===== config.mk =====
export PLATFORM = sky130hd
export DESIGN_NAME = reg_access_seq
export DESIGN_NICKNAME = d
export VERILOG_FILES = /design/src/rtl/reg_access_seq_pkg.sv /design/src/rtl/reg_access_seq.sv
export SDC_FILE = /design/constraint.sdc
export NUM_CORES = 1
export LEC_CHECK = 0
export ABC_AREA = 1
export CAP_MARGIN = 20
export CORE_MARGIN = 2
export CORE_UTILIZATION = 40
export DETAILED_ROUTE_END_ITERATION = 8
export GPL_ROUTABILITY_DRIVEN = 0
export PLACE_DENSITY = 0.89
export SLEW_MARGIN = 20
export SYNTH_ARGS = -nofsm -noshare
export SYNTH_HDL_FRONTEND = slang
export SYNTH_SLANG_ARGS = --single-unit

===== constraint.sdc =====
create_clock -name clk -period 1.6 [get_ports clk]
set_input_delay 0.24 -clock clk [delete_from_list [all_inputs] [get_ports clk]]
set_output_delay 0.24 -clock clk [all_outputs]
set_load 0.01 [all_outputs]

===== src/rtl/reg_access_seq_pkg.sv =====
`default_nettype none
// ---------------------------------------------------------------------------
// reg_access_seq_pkg : sequencer FSM states and register-file slot offsets  (rev 1.0)
// ---------------------------------------------------------------------------
package reg_access_seq_pkg;

  typedef enum logic [2:0] {
    IDLE  = 3'd0,
    READ  = 3'd1,
    CAPT  = 3'd2,
    EXEC  = 3'd3,
    WRITE = 3'd4
  } state_e;

  // Slot positions are relative to the CNT_CLK base of the phase counter.
  localparam int c_rd_ofs      = 0;
  localparam int c_wr_ofs      = 4;
  localparam int c_slot_period = 8;

endpackage
`default_nettype wire


===== src/rtl/reg_access_seq.sv =====
`default_nettype none
// ---------------------------------------------------------------------------
// reg_access_seq : slot-scheduled register-file read / execute / write-back sequencer  (rev 1.0)
// ---------------------------------------------------------------------------
module reg_access_seq
  import reg_access_seq_pkg::*;
#(
  parameter int SIZE_CNT = 3,
  parameter int CNT_CLK  = 2
) (
  input  logic              clk,
  input  logic              rst_n,
  input  logic              ins_valid,
  output logic              ins_ready,
  input  logic [3:0]        ins_rs1,
  input  logic [3:0]        ins_rs2,
  input  logic [3:0]        ins_rd,
  input  logic              ins_wb,
  output logic [SIZE_CNT:0] cnt_clk,
  output logic              WR,
  output logic [3:0]        Read_Addr1,
  output logic [3:0]        Read_Addr2,
  output logic [3:0]        Write_Addr,
  output logic [7:0]        Write_Data,
  input  logic [7:0]        Dout1,
  input  logic [7:0]        Dout2,
  output logic [7:0]        op_a,
  output logic [7:0]        op_b,
  output logic              op_valid,
  input  logic [7:0]        res_data,
  input  logic              res_valid,
  output logic              done
);

  localparam int c_rd_int  = CNT_CLK + c_rd_ofs;
  localparam int c_wr_int  = CNT_CLK + c_wr_ofs;
  localparam int c_max_int = CNT_CLK + c_slot_period - 1;

  localparam logic [SIZE_CNT:0] c_rd_slot = c_rd_int[SIZE_CNT:0];
  localparam logic [SIZE_CNT:0] c_wr_slot = c_wr_int[SIZE_CNT:0];
  localparam logic [SIZE_CNT:0] c_cnt_max = c_max_int[SIZE_CNT:0];

  state_e            state_q, state_d;
  logic [SIZE_CNT:0] cnt_q, cnt_d;
  logic [3:0]        rs1_q, rs1_d, rs2_q, rs2_d, rd_q, rd_d;
  logic              wb_q, wb_d;
  logic [7:0]        op_a_q, op_a_d, op_b_q, op_b_d;
  logic [7:0]        res_q, res_d;
  logic              done_q, done_d;

  always_ff @(posedge clk) begin
    if (!rst_n) begin
      state_q <= IDLE;
    end else begin
      state_q <= state_d;
    end
  end

  always_ff @(posedge clk) begin
    if (!rst_n) begin
      cnt_q  <= '0;
      rs1_q  <= '0;
      rs2_q  <= '0;
      rd_q   <= '0;
      wb_q   <= 1'b0;
      op_a_q <= '0;
      op_b_q <= '0;
      res_q  <= '0;
      done_q <= 1'b0;
    end else begin
      cnt_q  <= cnt_d;
      rs1_q  <= rs1_d;
      rs2_q  <= rs2_d;
      rd_q   <= rd_d;
      wb_q   <= wb_d;
      op_a_q <= op_a_d;
      op_b_q <= op_b_d;
      res_q  <= res_d;
      done_q <= done_d;
    end
  end

  // Free-running phase counter; each period holds exactly one read and one write slot.
  always_comb begin
    cnt_d = (cnt_q == c_cnt_max) ? '0 : cnt_q + 1'b1;
  end

  always_comb begin
    state_d    = state_q;
    rs1_d      = rs1_q;
    rs2_d      = rs2_q;
    rd_d       = rd_q;
    wb_d       = wb_q;
    op_a_d     = op_a_q;
    op_b_d     = op_b_q;
    res_d      = res_q;
    done_d     = 1'b0;
    ins_ready  = 1'b0;
    op_valid   = 1'b0;
    WR         = 1'b0;
    Read_Addr1 = '0;
    Read_Addr2 = '0;
    Write_Addr = '0;
    Write_Data = '0;

    unique case (state_q)
      IDLE: begin
        ins_ready = 1'b1;
        if (ins_valid) begin
          rs1_d   = ins_rs1;
          rs2_d   = ins_rs2;
          rd_d    = ins_rd;
          wb_d    = ins_wb;
          state_d = READ;
        end
      end
      READ: begin
        Read_Addr1 = rs1_q;
        Read_Addr2 = rs2_q;
        if (cnt_q == c_rd_slot) begin
          state_d = CAPT;
        end
      end
      CAPT: begin
        // Addresses stay up so a synchronous-read register file still sees them.
        Read_Addr1 = rs1_q;
        Read_Addr2 = rs2_q;
        op_a_d     = Dout1;
        op_b_d     = Dout2;
        state_d    = EXEC;
      end
      EXEC: begin
        op_valid = 1'b1;
        if (res_valid) begin
          res_d = res_data;
          if (wb_q) begin
            state_d = WRITE;
          end else begin
            state_d = IDLE;
            done_d  = 1'b1;
          end
        end
      end
      WRITE: begin
        Write_Addr = rd_q;
        Write_Data = res_q;
        if (cnt_q == c_wr_slot) begin
          WR      = 1'b1;
          state_d = IDLE;
          done_d  = 1'b1;
        end
      end
      default: begin
        state_d = IDLE;
      end
    endcase
  end

  assign cnt_clk = cnt_q;
  assign op_a    = op_a_q;
  assign op_b    = op_b_q;
  assign done    = done_q;

endmodule
`default_nettype wire


==> metrics.yaml, run 1 <==
rrSetupSlack_ns: 0.17
max_slew_margin_pct: 82.0
synthCells: 254
seq_power_share_pct: 39.1
netlist.top_cell.by_area: "dfxtp_1"
crit_cells: 2
setup_viol: 0
core-area_sq_um: 4410
power_mw: 4.10
r2r_cells: 8
r2r_start: "state_q[2]$_SDFFE_PN0P_"
viasPerCell: 4.71
drt-wirelength-per-cell_um: 11.7
drt_pre_antenna_iters: 4
yosysMostFrequentCell: "nor2_1"
end_kind: "output port"
cp-start-kind: "register"
switchingPower_mw: 1.47
syn2layout_area_growth_pct: 55.9
combPwrFrac_pct: 42.3
post-cts-setup-buffers: 0
finClkSkew_ns: 0.00948
portBuffers: 84
clk_path_buf_depth: 2
period_share_pct: 96.5
seq_area_frac_synth_pct: 48.8
intPower_mw: 2.63
cts_tree: "done"
numCtsBuffers: 5
synthFlopType: "dfxtp_1"
clock_latency_ns: 0.30
start_util_pct: 41.8
io_pins: 85
grt_usage_pct: 18.5
synth_edf_count: 0
reg2reg_to: "rd_q[1]$_SDFFE_PN0P_"
critPathArrivalTime_ns: 1.30
nets: 395
grt_pass1_vias: 1781
fin_ws_ns: 0.0565
diodes: 0
required_ns: 1.36
crit_chain: "buf_4 -> clkdlybuf4s50_1"
drv_cap: 0
hold_start: "res_q[3]$_SDFFE_PN0P_"
period_needed_ns: 1.54
hold_class: "reg -> reg"
worstHoldEndpoint: "res_q[3]$_SDFFE_PN0P_"
setup_tns_ns: 0
pwr_density_cell_nw_per_um2: 1420
syn_area_sq_um: 1850
status: "complete, no violations"
placementRows: 24
leakagePower_nw: 1.25
drt_wl_total_um: 4740
drv_slew: 0
die_h_um: 71.9
critPathBufInv: 2
grt_max_degree: 44
p_sw_share_pct: 35.9
synth.top_cell.area_share_pct: 48.8
syn_nets: 298
cts.clk_slew.worst_paths_ns: 0.08
die_x_um: 71.9
hold_depth: 2
antenna_found_initial: 0
fillers: 408
p_clk_share_pct: 18.6
critical_path_class: "reg -> out"
fmax_mhz: 648
drtIter0Drc: 85
worstMarginPinSlew_ns: 0.270
async_flop_share_pct: 0
synthTopCellsByArea: "dfxtp_1 49%, nor2_1 14%, o21ai_0 9.8%, inv_1 6.5%, a21oi_1 6.0%"
crit_fanout: 4
hold_violations: 0
synth.top_cells.by_count: "70 x nor2_1, 45 x dfxtp_1, 36 x o21ai_0, 32 x inv_1, 22 x a21oi_1"
dp_hpwl_um: 3320
grt_pass1_wl_um: 7670
clkSinkCount: 45
die_area_sq_um: 5180
cts_max_level: 2
vias: 1903
yosysWarningCount: 0
drive_gt1_share_pct: 17.9
path_delay_family: "buffers and inverters"
grt_overflow: 0
synth_area_per_cell_sq_um: 7.27
synth_cell_types: 19
synth_seq_cells: 45
vdd_drop_max_uv: 649
pre_cts_slack_ns: -0.0892
critPathMaxStageDelay_ns: 0.53
cp_slowest_cell: "clkdlybuf4s50_1"
ant_nets: 0
root_buffer: "clkbuf_8"
drc: 0
==> stage by stage <==
step	cells	util, %	instance area (sq um)	hold slack (ns)
2_1_floorplan	254	-	1850	0.378
3_3_place_gp	396	64.0	2820	0.439
3_5_place_dp	396	64.0	2820	0.445
4_1_cts	404	67.0	2960	0.457
5_1_grt	404	65.2	2880	0.472
6_report	404	65.2	2880	0.455
==> per-layer routing <==
| metal | vias up | wire [um] | GRT usage, % |
|---|---|---|---|
| met5 | - | 0 | 0 |
| met3 | 5 | 295 | 4.58 |
| li1 | 991 | - | - |
| met1 | 845 | 2040 | 23.0 |
| met4 | 0 | 39 | 5.03 |
| met2 | 62 | 2370 | 32.2 |
==> cell type report <==
class	instances	area (sq um)	share of cell area, %
sequential	45	912	31.7
timing repair buffer	100	871	30.2
multi-input combinational	165	800	27.8
inverter	34	130	4.52
clock buffer	7	96.3	3.35
tap	52	65.1	2.26
clock inverter	1	5.00	0.174
==> power by group through the flow <==
stage / Sequential [mW] / Combinational [mW] / Clock, mW
after detailed placement: 1.58 / 1.74 / 0
after global placement: 1.56 / 1.69 / 0
after global routing: 1.63 / 1.95 / 0.824
final: 1.60 / 1.74 / 0.762
after floorplan: 1.63 / 0.884 / 0
after CTS: 1.58 / 1.74 / 0.787
==> kinds of logic (layout without fill, tap and decap cells) <==
family	Yosys count	after routing	share of synthesized area [%]
XOR/XNOR	1	1	0.474
adder cells (fa/ha/maj)	3	3	2.03
flip-flops	45	45	48.8
buffers and inverters	44	142	10.2
AO/OA/AOI/OAI	61	61	16.8
AND/OR/NAND/NOR	100	100	21.7
==> state kept, by name, indices dropped and copies added (netlist names) <==
| signal | cells |
|---|---|
| op_a | 8 |
| op_b | 8 |
| res_q | 8 |
| cnt_clk | 4 |
| rd_q | 4 |
| rs1_q | 4 |
| rs2_q | 4 |
| state_q | 3 |
| done | 1 |
| wb_q | 1 |
==> cell usage in the layout, fill, tap and decap left out, types with 2 or more instances in the layout <==
master and count:
nor2_1 68, clkdlybuf4s50_1 60, dfxtp_1 42, inv_1 32, o21ai_0 32, a21oi_1 22
buf_2 20, buf_4 15, nand2_1 13, nand3_1 8, clkbuf_8 7, o21ai_1 5
nor2_2 3, dfxtp_4 3, nor2_4 2, nand2_4 2, nand3_2 2, nand2_2 2
ha_1 2
==> how the worst max path moves through the flow <==
stage                             from              endpoint  slack [ns]
4_1_cts        state_q[0]$_SDFFE_PN0P_         Write_Data[6]     -0.0002
6_report         cnt_clk[1]$_SDFF_PP0_            cnt_clk[1]        0.06
2_1_floorplan  state_q[2]$_SDFFE_PN0P_  rd_q[3]$_SDFFE_PN0P_        0.35
3_3_place_gp   state_q[0]$_SDFFE_PN0P_         Write_Addr[3]       -0.03
5_1_grt          cnt_clk[0]$_SDFF_PP0_                    WR       -0.01
3_5_place_dp   state_q[0]$_SDFFE_PN0P_         Write_Data[6]       -0.09
==> worst register-to-register path, stage by stage (launching register included) <==
cell,delay (ns)
dfxtp_4,0.38
nor2_4,0.11
buf_4,0.12
inv_1,0.06
nor2_2,0.11
buf_4,0.13
nand2_4,0.14
o21ai_0,0.21
a21oi_1,0.06
==> timing repair <==
item / 4_1_cts / 5_1_grt
hold buffers: 0 / 0
pin swaps: 0 / 1
resized for setup: 77 / 33
endpoints found under the setup margin: 24 / 35
No activity file was read; power rests on OpenSTA's default activity.
==> run 2, diff against run 1 <==
==> constraint.sdc (replaced) <==
create_clock -name clk -period 1.86 [get_ports clk]
set_input_delay 0.279 -clock clk [delete_from_list [all_inputs] [get_ports clk]]
set_output_delay 0.279 -clock clk [all_outputs]
set_load 0.01 [all_outputs]
==> metrics.yaml, run 2 (synthesis results as in run 1) <==
setup_viol: 0  # unchanged
drive_gt1_share_pct: 8.16  # -9.7 points
grt_pass1_wl_um: 7770  # +1.3%
grt_pass1_vias: 1714  # -3.8%
drv_cap: 0  # unchanged
cts_tree: "done"
leakagePower_nw: 1.23  # -1.1%
numCtsBuffers: 5  # unchanged
grt_overflow: 0  # unchanged
mostFrequentLayoutCell: "nor2_1"
multi_input_comb_area_sq_um: 769  # -3.8%
viasPerCell: 4.65  # -1.4%
period_needed_ns: 1.74
vias: 1835  # -3.6%
root_buffer: "clkbuf_8"
rsz0062_at_grt: "no"
required_ns: 1.58  # +0.22 ns
seq_area_sq_um: 907  # -0.55%
fmax_mhz: 576
clock_latency_ns: 0.30  # about the same
drt_pre_antenna_iters: 4  # unchanged
end_kind: "output port"
drtIter0Drc: 61  # -28%
hold_class: "reg -> reg"
post-cts-setup-buffers: 0  # unchanged
crit_fanout: 6  # +2
fillers: 387  # -5.1%
drt-wirelength-per-cell_um: 11.6  # -1.4%
grt.met1_usage_pct: 22.9  # -0.088 points
dp_cells: 387  # -2.3%
dp_hpwl_um: 3410  # +2.6%
drt_wl_total_um: 4570  # -3.6%
setup_tns_ns: 0  # unchanged
status: "complete, no violations"
start_util_pct: 41.8  # unchanged
core-area_sq_um: 4410  # unchanged
die_x_um: 71.9  # unchanged
grt_max_degree: 44  # unchanged
placementRows: 24  # unchanged
clkSinkCount: 45  # unchanged
met2_usage_pct: 32.8  # +0.62 points
ant_nets: 0  # unchanged
critical_path_class: "reg -> out"
clk_path_buf_depth: 2  # unchanged
worstMarginPinSlew_ns: 0.400  # +0.130 ns
grt_use_met3_pct: 4.86  # +0.28 points
pwr_density_cell_nw_per_um2: 1160  # -18%
finClkSkew_ns: 0.00726  # -0.00222 ns
cp-start-kind: "register"
cts.clk_slew.worst_paths_ns: 0.09  # about the same
die_h_um: 71.9  # unchanged
period_share_pct: 93.4
final_cells: 395  # -2.2%
portBuffers: 84  # unchanged
diodes: 0  # unchanged
drc: 0  # unchanged
io_pins: 85  # unchanged
critPathArrivalTime_ns: 1.46  # +0.16 ns
hold_violations: 0  # unchanged
syn2layout_area_growth_pct: 53.6
grt.busiest_layer: "met2"
die_area_sq_um: 5180  # unchanged
vdd_drop_max_uv: 475  # -27%
drv_slew: 0  # unchanged
antenna_found_initial: 0  # unchanged
grt_usage_pct: 18.8  # +0.29 points
nets: 386  # -2.3%
cts_max_level: 2  # unchanged
final_cell_mix: "68 x nor2_1, 61 x clkdlybuf4s50_1, 42 x dfxtp_1"
max_slew_margin_pct: 73.3  # -8.7 points
==> run 2: cell count changes in the layout (fill, tap and decap cells not counted), sizes merged <==
cell | previous run | this run
buf | 36 | 7
clkbuf | 8 | 5
clkdlybuf4s15 | 1 | 0
clkdlybuf4s50 | 60 | 61
clkinv | 1 | 2
clkinvlp | 0 | 1
dlygate4sd2 | 1 | 22
==> run 2: critical path: stages, from the launching register on <==
cell and delay [ns]:
dfxtp_4 0.38, nor2_4 0.13, nand2_2 0.11, buf_4 0.17, nor2_1 0.09, dlygate4sd2_1 0.28
==> run 2: final timing paths <==
check,slack [ns],start,endpoint,cells after the start
worst max-delay path,0.12,state_q[1]$_SDFFE_PN0P_,Write_Data[1],5
worst min-delay path,0.45,rs1_q[0]$_SDFFE_PN0P_,rs1_q[0]$_SDFFE_PN0P_,2
worst max register to register,0.44,state_q[2]$_SDFFE_PN0P_,rd_q[1]$_SDFFE_PN0P_,6
worst min register to register,0.45,rs1_q[0]$_SDFFE_PN0P_,rs1_q[0]$_SDFFE_PN0P_,2
==> run 2: layout make-up <==
class	instances	share of cell area [%]
clock inverter	3	0.618
sequential	45	32.0
tap	52	2.29
multi-input combinational	165	27.1
inverter	34	4.50
clock buffer	5	2.43
timing repair buffer	91	31.1
==> run 2: report_power, final <==
| part | switching, mW | total (mW) | internal [mW] |
|---|---|---|---|
| clock | 0.322 | 0.581 | 0.259 |
| sequential | 0.139 | 1.36 | 1.22 |
| combinational | 0.741 | 1.36 | 0.615 |
| total | 1.20 | 3.30 | 2.09 |
==> run 2: layer usage <==
metal	part of all wire [%]	vias to the layer above
met5	0	-
met4	1.1	0
met3	5.6	5
met2	47	52
met1	46	807
li1	-	971
==> run 2: repair_timing <==
action | CTS | global route
setup endpoints to repair | 23 | 10
gates resized for setup | 28 | 3
pin swaps | 1 | 0
hold buffers | 0 | 0
==> run 2: stage by stage <==
step           setup WS (ns)  total power, mW  hold WS [ns]  area [sq um]  util (%)
5_1_grt              0.00490             3.58         0.479          2840      64.3
3_3_place_gp           0.178             2.71         0.438          2760      62.4
2_1_floorplan          0.607             2.16         0.417          1850         -
3_5_place_dp          0.0275             2.76         0.441          2760      62.4
4_1_cts               0.0375             3.32         0.455          2830      64.1
6_report               0.123             3.30         0.453          2840      64.3
